## config.mk

```make
export PLATFORM = sky130hd
export DESIGN_NAME = fp_mult_pipe
export DESIGN_NICKNAME = d
export VERILOG_FILES = /design/src/rtl/fp_mult_pipe.sv
export SDC_FILE = /design/constraint.sdc
export NUM_CORES = 2
export LEC_CHECK = 0
export CORE_MARGIN = 4
export CORE_UTILIZATION = 44
export CTS_CLUSTER_DIAMETER = 30
export DETAILED_ROUTE_END_ITERATION = 8
export DONT_BUFFER_PORTS = 1
export SLEW_MARGIN = 10
export SYNTH_ARGS = -nofsm -noshare
export SYNTH_HDL_FRONTEND = slang
export SYNTH_SLANG_ARGS = --single-unit
```

## constraint.sdc

```tcl
create_clock -name clk -period 14.66 [get_ports clk]
set_clock_uncertainty 0.15 [all_clocks]
set_input_delay 0.733 -clock clk [delete_from_list [all_inputs] [get_ports clk]]
set_output_delay 0.733 -clock clk [all_outputs]
set_load 0.05 [all_outputs]
```

## src/rtl/fp_mult_pipe.sv

```systemverilog
// Three-stage pipelined floating-point multiplier with valid/ready handshaking,
// round-to-nearest-even, special-value handling and overflow/underflow flags.
module fp_mult_pipe #(
    parameter int EXP_W = 8,
    parameter int MAN_W = 23,
    parameter int TAG_W = 4
) (
    input  logic                   clk,
    input  logic                   rst_n,
    input  logic                   in_valid,
    output logic                   in_ready,
    input  logic [EXP_W+MAN_W:0]   opd1,
    input  logic [EXP_W+MAN_W:0]   opd2,
    input  logic [TAG_W-1:0]       in_tag,
    output logic                   out_valid,
    input  logic                   out_ready,
    output logic [EXP_W+MAN_W:0]   res,
    output logic                   overflow,
    output logic                   underflow,
    output logic [TAG_W-1:0]       out_tag
);
    localparam int W  = 1 + EXP_W + MAN_W;
    localparam int PW = 2 * MAN_W + 2;
    localparam int EW = EXP_W + 2;
    localparam logic signed [EW-1:0] BIAS = EW'((1 << (EXP_W - 1)) - 1);
    localparam logic signed [EW-1:0] EMAX = EW'((1 << EXP_W) - 1);
    localparam logic [W-1:0] QNAN = {1'b0, {EXP_W{1'b1}}, 1'b1, {(MAN_W-1){1'b0}}};

    logic en;
    assign en       = !out_valid || out_ready;
    assign in_ready = en;

    // ---------------- S1: unpack and classify ----------------
    logic                    sa, sb, sgn;
    logic [EXP_W-1:0]        ea, eb;
    logic [MAN_W-1:0]        fa, fb;
    logic                    nan_a, nan_b, inf_a, inf_b, zero_a, zero_b;
    logic signed [EW-1:0]    esum;
    logic                    sp_c;
    logic [W-1:0]            sp_res_c;

    assign sa     = opd1[W-1];
    assign sb     = opd2[W-1];
    assign ea     = opd1[W-2:MAN_W];
    assign eb     = opd2[W-2:MAN_W];
    assign fa     = opd1[MAN_W-1:0];
    assign fb     = opd2[MAN_W-1:0];
    assign sgn    = sa ^ sb;
    assign nan_a  = (&ea) && (|fa);
    assign nan_b  = (&eb) && (|fb);
    assign inf_a  = (&ea) && !(|fa);
    assign inf_b  = (&eb) && !(|fb);
    assign zero_a = (ea == '0);
    assign zero_b = (eb == '0);
    assign esum   = $signed({2'b00, ea}) + $signed({2'b00, eb}) - BIAS;

    // Subnormal operands fall into the zero class, so they never raise underflow.
    always_comb begin
        sp_c     = 1'b1;
        sp_res_c = '0;
        if (nan_a || nan_b)
            sp_res_c = QNAN;
        else if ((inf_a && zero_b) || (inf_b && zero_a))
            sp_res_c = QNAN;
        else if (inf_a || inf_b)
            sp_res_c = {sgn, {EXP_W{1'b1}}, {MAN_W{1'b0}}};
        else if (zero_a || zero_b)
            sp_res_c = {sgn, {(W-1){1'b0}}};
        else
            sp_c = 1'b0;
    end

    logic                    v1, sgn1, sp1;
    logic signed [EW-1:0]    exp1;
    logic [MAN_W:0]          ma1, mb1;
    logic [W-1:0]            spres1;
    logic [TAG_W-1:0]        tag1;

    logic                    v2, sgn2, sp2;
    logic signed [EW-1:0]    exp2;
    logic [PW-1:0]           prod2;
    logic [W-1:0]            spres2;
    logic [TAG_W-1:0]        tag2;

    // ---------------- S3: normalise, round, pack ----------------
    logic                    msb, guard, sticky, rnd_up;
    logic [MAN_W-1:0]        kept;
    logic [MAN_W:0]          rsum;
    logic signed [EW-1:0]    efin;
    logic                    ovf_e, unf_e;
    logic [W-1:0]            res_c;
    logic                    ovf_c, unf_c;

    assign msb    = prod2[PW-1];
    assign kept   = msb ? prod2[PW-2:MAN_W+1] : prod2[PW-3:MAN_W];
    assign guard  = msb ? prod2[MAN_W] : prod2[MAN_W-1];
    assign sticky = msb ? (|prod2[MAN_W-1:0]) : (|prod2[MAN_W-2:0]);
    assign rnd_up = guard && (sticky || kept[0]);
    assign rsum   = {1'b0, kept} + {{MAN_W{1'b0}}, rnd_up};
    // A rounding carry leaves the fraction all-zero and bumps the exponent.
    assign efin   = exp2 + EW'(msb) + EW'(rsum[MAN_W]);
    assign unf_e  = efin[EW-1] || (efin == '0);
    assign ovf_e  = !efin[EW-1] && (efin >= EMAX);

    always_comb begin
        res_c = '0;
        ovf_c = 1'b0;
        unf_c = 1'b0;
        if (sp2) begin
            res_c = spres2;
        end else if (ovf_e) begin
            res_c = {sgn2, {EXP_W{1'b1}}, {MAN_W{1'b0}}};
            ovf_c = 1'b1;
        end else if (unf_e) begin
            res_c = {sgn2, {(W-1){1'b0}}};
            unf_c = 1'b1;
        end else begin
            res_c = {sgn2, efin[EXP_W-1:0], rsum[MAN_W-1:0]};
        end
    end

    always_ff @(posedge clk or negedge rst_n) begin
        if (!rst_n) begin
            v1        <= 1'b0;
            sgn1      <= 1'b0;
            sp1       <= 1'b0;
            exp1      <= '0;
            ma1       <= '0;
            mb1       <= '0;
            spres1    <= '0;
            tag1      <= '0;
            v2        <= 1'b0;
            sgn2      <= 1'b0;
            sp2       <= 1'b0;
            exp2      <= '0;
            prod2     <= '0;
            spres2    <= '0;
            tag2      <= '0;
            out_valid <= 1'b0;
            res       <= '0;
            overflow  <= 1'b0;
            underflow <= 1'b0;
            out_tag   <= '0;
        end else if (en) begin
            v1        <= in_valid;
            sgn1      <= sgn;
            sp1       <= sp_c;
            exp1      <= esum;
            ma1       <= {1'b1, fa};
            mb1       <= {1'b1, fb};
            spres1    <= sp_res_c;
            tag1      <= in_tag;

            v2        <= v1;
            sgn2      <= sgn1;
            sp2       <= sp1;
            exp2      <= exp1;
            prod2     <= PW'(ma1) * PW'(mb1);
            spres2    <= spres1;
            tag2      <= tag1;

            out_valid <= v2;
            res       <= res_c;
            overflow  <= ovf_c;
            underflow <= unf_c;
            out_tag   <= tag2;
        end
    end
endmodule

```

# Yosys cells after proc, flatten, opt, wreduce, memory -nomap -nowiden
# Cells that the tools add are included.
dict set report op_classes {
  add_sub_neg 5
  n_mul 1
  magnitude_cmp 1
  mux 19
  n_bitwise 1
  n_reduce_logical 28
}
# op n
set op_table {}
lappend op_table {{$mux W32} 5}
lappend op_table {{$reduce_or A23 Y1} 3}
lappend op_table {{$mux W31} 2}
lappend op_table {{$mul A24 B24 Y48} 1}
lappend op_table {{$add A23 B1 Y24} 1}
lappend op_table {{$mux W23} 1}
lappend op_table {{$reduce_or A22 Y1} 1}
lappend op_table {{$add A10 B1 Y10} 2}
lappend op_table {{$logic_not A8 Y1} 2}
lappend op_table {{$reduce_and A8 Y1} 2}
lappend op_table {{$mux W1} 11}
lappend op_table {{$ge A10 B9 Y1 const B} 1}
lappend op_table {{$logic_not A10 Y1} 1}
lappend op_table {{$sub A9 B7 Y10 const B} 1}
lappend op_table {{$add A8 B8 Y9} 1}
lappend op_table {{$logic_and A1 B1 Y1} 8}
lappend op_table {{$logic_or A1 B1 Y1} 7}
lappend op_table {{$logic_not A1 Y1} 4}
lappend op_table {{$xor A1 B1 Y1} 1}
dict set report totals {
  reg_bits 233
  output_inout_bits 40
  wordCells 75
}

# Logic depth before layout (Yosys ltp)
dict set report logic_depth {
  word_depth 11
  mapped_depth 26
  mapped_depth_nobuf 24
}

# Worst setup path before layout
# Ideal clock, no wire load.
dict set report synth_timing {
  path_type {register -> register}
  from {register ma1[23]}
  to {register prod2[46]}
  setup_ns 0.125
  arrival_ns 6.395
  required_time_ns 14.385
  slack_ns 7.989
  stages_incl_launch_ff 25
  path_buffers 3
  synth_period_minus_slack_ns 6.671
  cell_sequence {dfrtp_1 clkbuf_1 clkbuf_1 and2_1 fa_1 fa_1 inv_1 fa_1 inv_1 fa_1 fa_1 fa_1 inv_1 fa_1 inv_1 ha_1 buf_2 nand2_1 nor2_1 nand4_1 or4_1 a2bb2oi_2 a41oi_2 o2111a_1 nor3_1}
}
dict set report synth_between {
  elab_chain_cells 1
}
# element line_no
set synth_lines {}
lappend synth_lines {{start: declaration} 75} ;# logic [MAN_W:0] ma1, mb1;
lappend synth_lines {{start signal: assignment} 149} ;# ma1 <= {1'b1, fa};
lappend synth_lines {{$mul A24 B24 Y48} 158} ;# prod2 <= PW'(ma1) * PW'(mb1);
lappend synth_lines {{end signal: assignment} 158}
lappend synth_lines {{end: declaration} 81} ;# logic [PW-1:0] prod2;
# Every way passes these cells.
# A chain may end at the register's enable or synchronous reset.

# Worst setup path in the final report
dict set report layout_timing {
  from {register mb1[15]}
  to {register prod2[43]}
}
dict set report layout_between {
  elab_chain_cells 1
}
# element line_no
set layout_lines {}
lappend layout_lines {{start: declaration} 75}
lappend layout_lines {{start signal: assignment} 150} ;# mb1 <= {1'b1, fb};
lappend layout_lines {{$mul A24 B24 Y48} 158}
# Every way passes these cells.

==> impl_results.md <==
* Run status: finished, final reports clean
* Critical path peak fanout at 25
* Max-slew violation count at 0
* Type of destination of the critical path: register
* Worst slew margin relative to its limit at between 10% and 20%
* Number of nets with antenna violations after routing at 0
* Detailed-route wire length at slightly above 70000 um
* DR WL met3 at about 5100 um
* CP top delay family: adder cells
* Delay of the slowest cell on the worst path at ~1.2 ns
* Share of Yosys cell area claimed by the top area cell type at between 30% and 40%
* Via count of the first global-routing pass at around 22000
* Cell type contributing the most total cell area after synthesis: fa_1
* Nets@finish at about 3700
* Total number of vias at 20210
* Post-cts resize count at 0
* Root Buffer: clkbuf_16
* Synth-to-Final Area Change at 4.297%
* Routed metal-1 wirelength at around 33000 um
* Port Buffer Count at 0
* Total grt overflow at 0
* Post-synthesis async set-or-reset flop share at 100.0%
* Dominant register cell in the synthesized netlist: dfrtp_1
* First-pass GRT wire length at roughly 120000 um
* Final worst-path cycle share at 53.51%
* Post-synthesis sequential element count at roughly 170
* Fmax at around 130 MHz
* CTS max path bufs at 2
* I/O pin count at ~110
* Final-layout setup total negative slack at 0 ns
* Total CTS buffers at 17
* First-pass DRT Iterations at 5
* Number of levels the H-tree was split into at 4
* Distinct cell type count of the synthesized netlist at 81
* Netlist Area Pre-Place at roughly 0.028 mm2
* Post-DR vias/cell at about 5.3
* Most frequent CP cell: fa_1
* Per-cell routed wire length at 18.78 um
* Type of origin of the critical path: register
* Post-Synthesis Net Count at ~3900
* CP arrival at 8.04 ns
* Clock tree from TritonCTS: built
* Worst min-delay path class: input pin to asynchronous set/reset pin
* Chip Width at ~260 um
* Number of enable flip-flop cells after synthesis at 0
* Required time of the critical path at around 15 ns
* Floorplan die height at approximately 260 um
* Effective utilization at floorplan at 44.60%
* Sink Count at roughly 170
* Routed wire length on met2 at 33460 um
* Number of maximum-capacitance constraint violations at 0
* Global-route usage over all layers at 22.65%
* Post-detailed-route DRC marker count at 0
* Fill cells at roughly 6000
* Half-perimeter wire length of the detailed placement result at ~56000 um
* RSZ-0062 raised after global routing: false
* Cell types with the largest area share after synthesis: fa_1 35%, dfrtp_1 16%, ha_1 8.7%
* Worst skew pair latency at approximately 0.5 ns
* Clock slew at the register clock pins of the worst setup and hold paths at 0.09 ns
* Violation count after the first detailed-route iteration at around 1400
* Post-CTS setup buffer count at 0
* Tightest Pin Transition at 1.258 ns
* Gate count of the mapped netlist at between 3000 and 4000
* Final GP Congestion at approximately 0.90
* Count of hold buffers inserted by post-cts repair at 1
* Pin count of the biggest net entering global routing at 175
* Critical path buffer and inverter count at 5
* CP max-delay cell: dfrtp_1
* Setup violations, final at 0
* Worst Path Class, Setup: register to register
* Number of antenna violations at the first check in global routing at 0
* Antenna fix cells at 0
* Proportion of synthesized chip area in sequential cells at between 10% and 20%
* Min Clock Period, post-route at between 7 and 8 ns
* CP Cell Sequence: nand2_1 -> fa_1 -> inv_1 -> fa_1 -> inv_1 -> fa_1 -> inv_1 -> fa_1 -> fa_1 -> fa_1 -> inv_1 -> fa_1 -> inv_1 -> ha_1 -> nand4_1 -> nor3_1 -> o21ai_4 -> a2111oi_4 -> o2111a_1 -> o31a_1 -> o31ai_2
* Standard-cell rows at just over 90
* Syn_area_per_cell at a little under 9 um2
* Share of layout cells above drive strength 1 at between 2 and 3%
* Synthesis Warnings at 0
* DR top layer: met4
* Hold Violations, Final at 0
* Full die area at approximately 0.067 mm2
* Placeable core region at just over 0.06 mm2
## path summary, 6_finish.rpt
| path | slack [ns] | start | endpoint | cells past startpoint |
|---|---|---|---|---|
| setup / recovery | 6.82 | mb1[15] | prod2[43] | 21 |
| max in group asynchronous | 13.47 | rst_n | mb1[8] | 1 |
| hold reg to reg | 0.32 | v2 | v2 | 2 |
| min in group clk | 0.21 | opd2[20] | mb1[20] | 2 |
| hold / removal | 0.003 | rst_n | mb1[16] | 1 |
| setup reg to reg | 6.82 | mb1[15] | prod2[43] | 21 |
## state kept, by name, indices dropped and copies added, names as in the netlist
signal     flops
sgn2           1
out_valid      1
out_tag        4
mb1           23
sgn1           1
tag1           4
exp2          10
overflow       1
sp2            1
exp1          10
res           32
ma1           24
sp1            1
spres1         3
v2             1
tag2           4
v1             1
underflow      1
spres2         3
prod2         48
## logic make-up after synthesis
family                     synth area share (%)
AOI/OAI and AO/OA                         7.174
xor gates and xnor gates                  2.509
adders and majority gates                 43.80
buffers and inverters                     10.20
DFF                                       15.79
muxes                                    0.8121
and+or+nand+nor                           19.71
## layout by cell type, fill, tap and decap left out, types with 19 or more instances in the layout
cell       n
nor2_1    99
xor2_1    40
nor4_1    21
nand3_1   36
a21oi_1   89
o21ai_0   37
nand2_1  623
ha_1     191
a22o_1    23
fa_1     484
dfrtp_1  173
a21o_1    34
inv_1    568
mux2i_1   19
nand4_1   22
and2_1   289
xnor2_1   39
## per-stage QoR
stage               cell area (um2)  instances  hold slack (ns)  setup slack (ns)  util (%)
floorplan                     27580       3129           0.2800             7.989         -
global placement              28120       3816           0.2969             6.989     45.48
detailed placement            28120       3816           0.2954             6.940     45.48
CTS                           28760       3849           0.1403             6.872     46.52
global route                  28760       3849          0.09564             6.487     46.52
finish                        28760       3849         0.003485             6.815     46.52
## layout make-up
cell class              count  area, um2  share of cell area (%)
multi-input cells        2216      20420                   70.99
clock buffers              17      425.4                   1.479
repair buffers             20      182.7                  0.6351
flip-flops and latches    174       4355                   15.14
well taps                 837       1047                   3.641
inverters                 570       2145                   7.456
clock inverters            15      188.9                  0.6569
## per-layer routing
layer	vias up	GRT usage [%]
li1	9254	-
met1	10282	32.13
met2	606	36.00
met3	68	4.955
met4	0	5.052
met5	-	0
## cell usage after synthesis (3+ instances only)
cell        n
nand2_1   623
inv_1     569
fa_1      484
and2_1    289
ha_1      191
dfrtp_1   174
clkbuf_1  139
nor2_1     99
a21oi_1    89
xor2_1     40
xnor2_1    39
o21ai_0    37
nand3_1    36
a21o_1     34
a22o_1     23
nand4_1    22
nor4_1     21
mux2i_1    19
nor3_1     18
buf_1      13
buf_2      13
nor2b_1    13
o21ai_1    12
and3_1     10
o21bai_1   10
o21a_1      7
a31oi_1     6
a21boi_0    5
and4_1      5
nand2b_1    5
a211o_1     3
a211oi_1    3
a311oi_1    3
mux2_2      3
nor3b_1     3
o2111a_1    3
o211ai_1    3
o22a_1      3
o31ai_1     3
o41ai_2     3
Power is not shown: default switching activity piles up to over one toggle a cycle in this logic, so the estimate is an artifact.
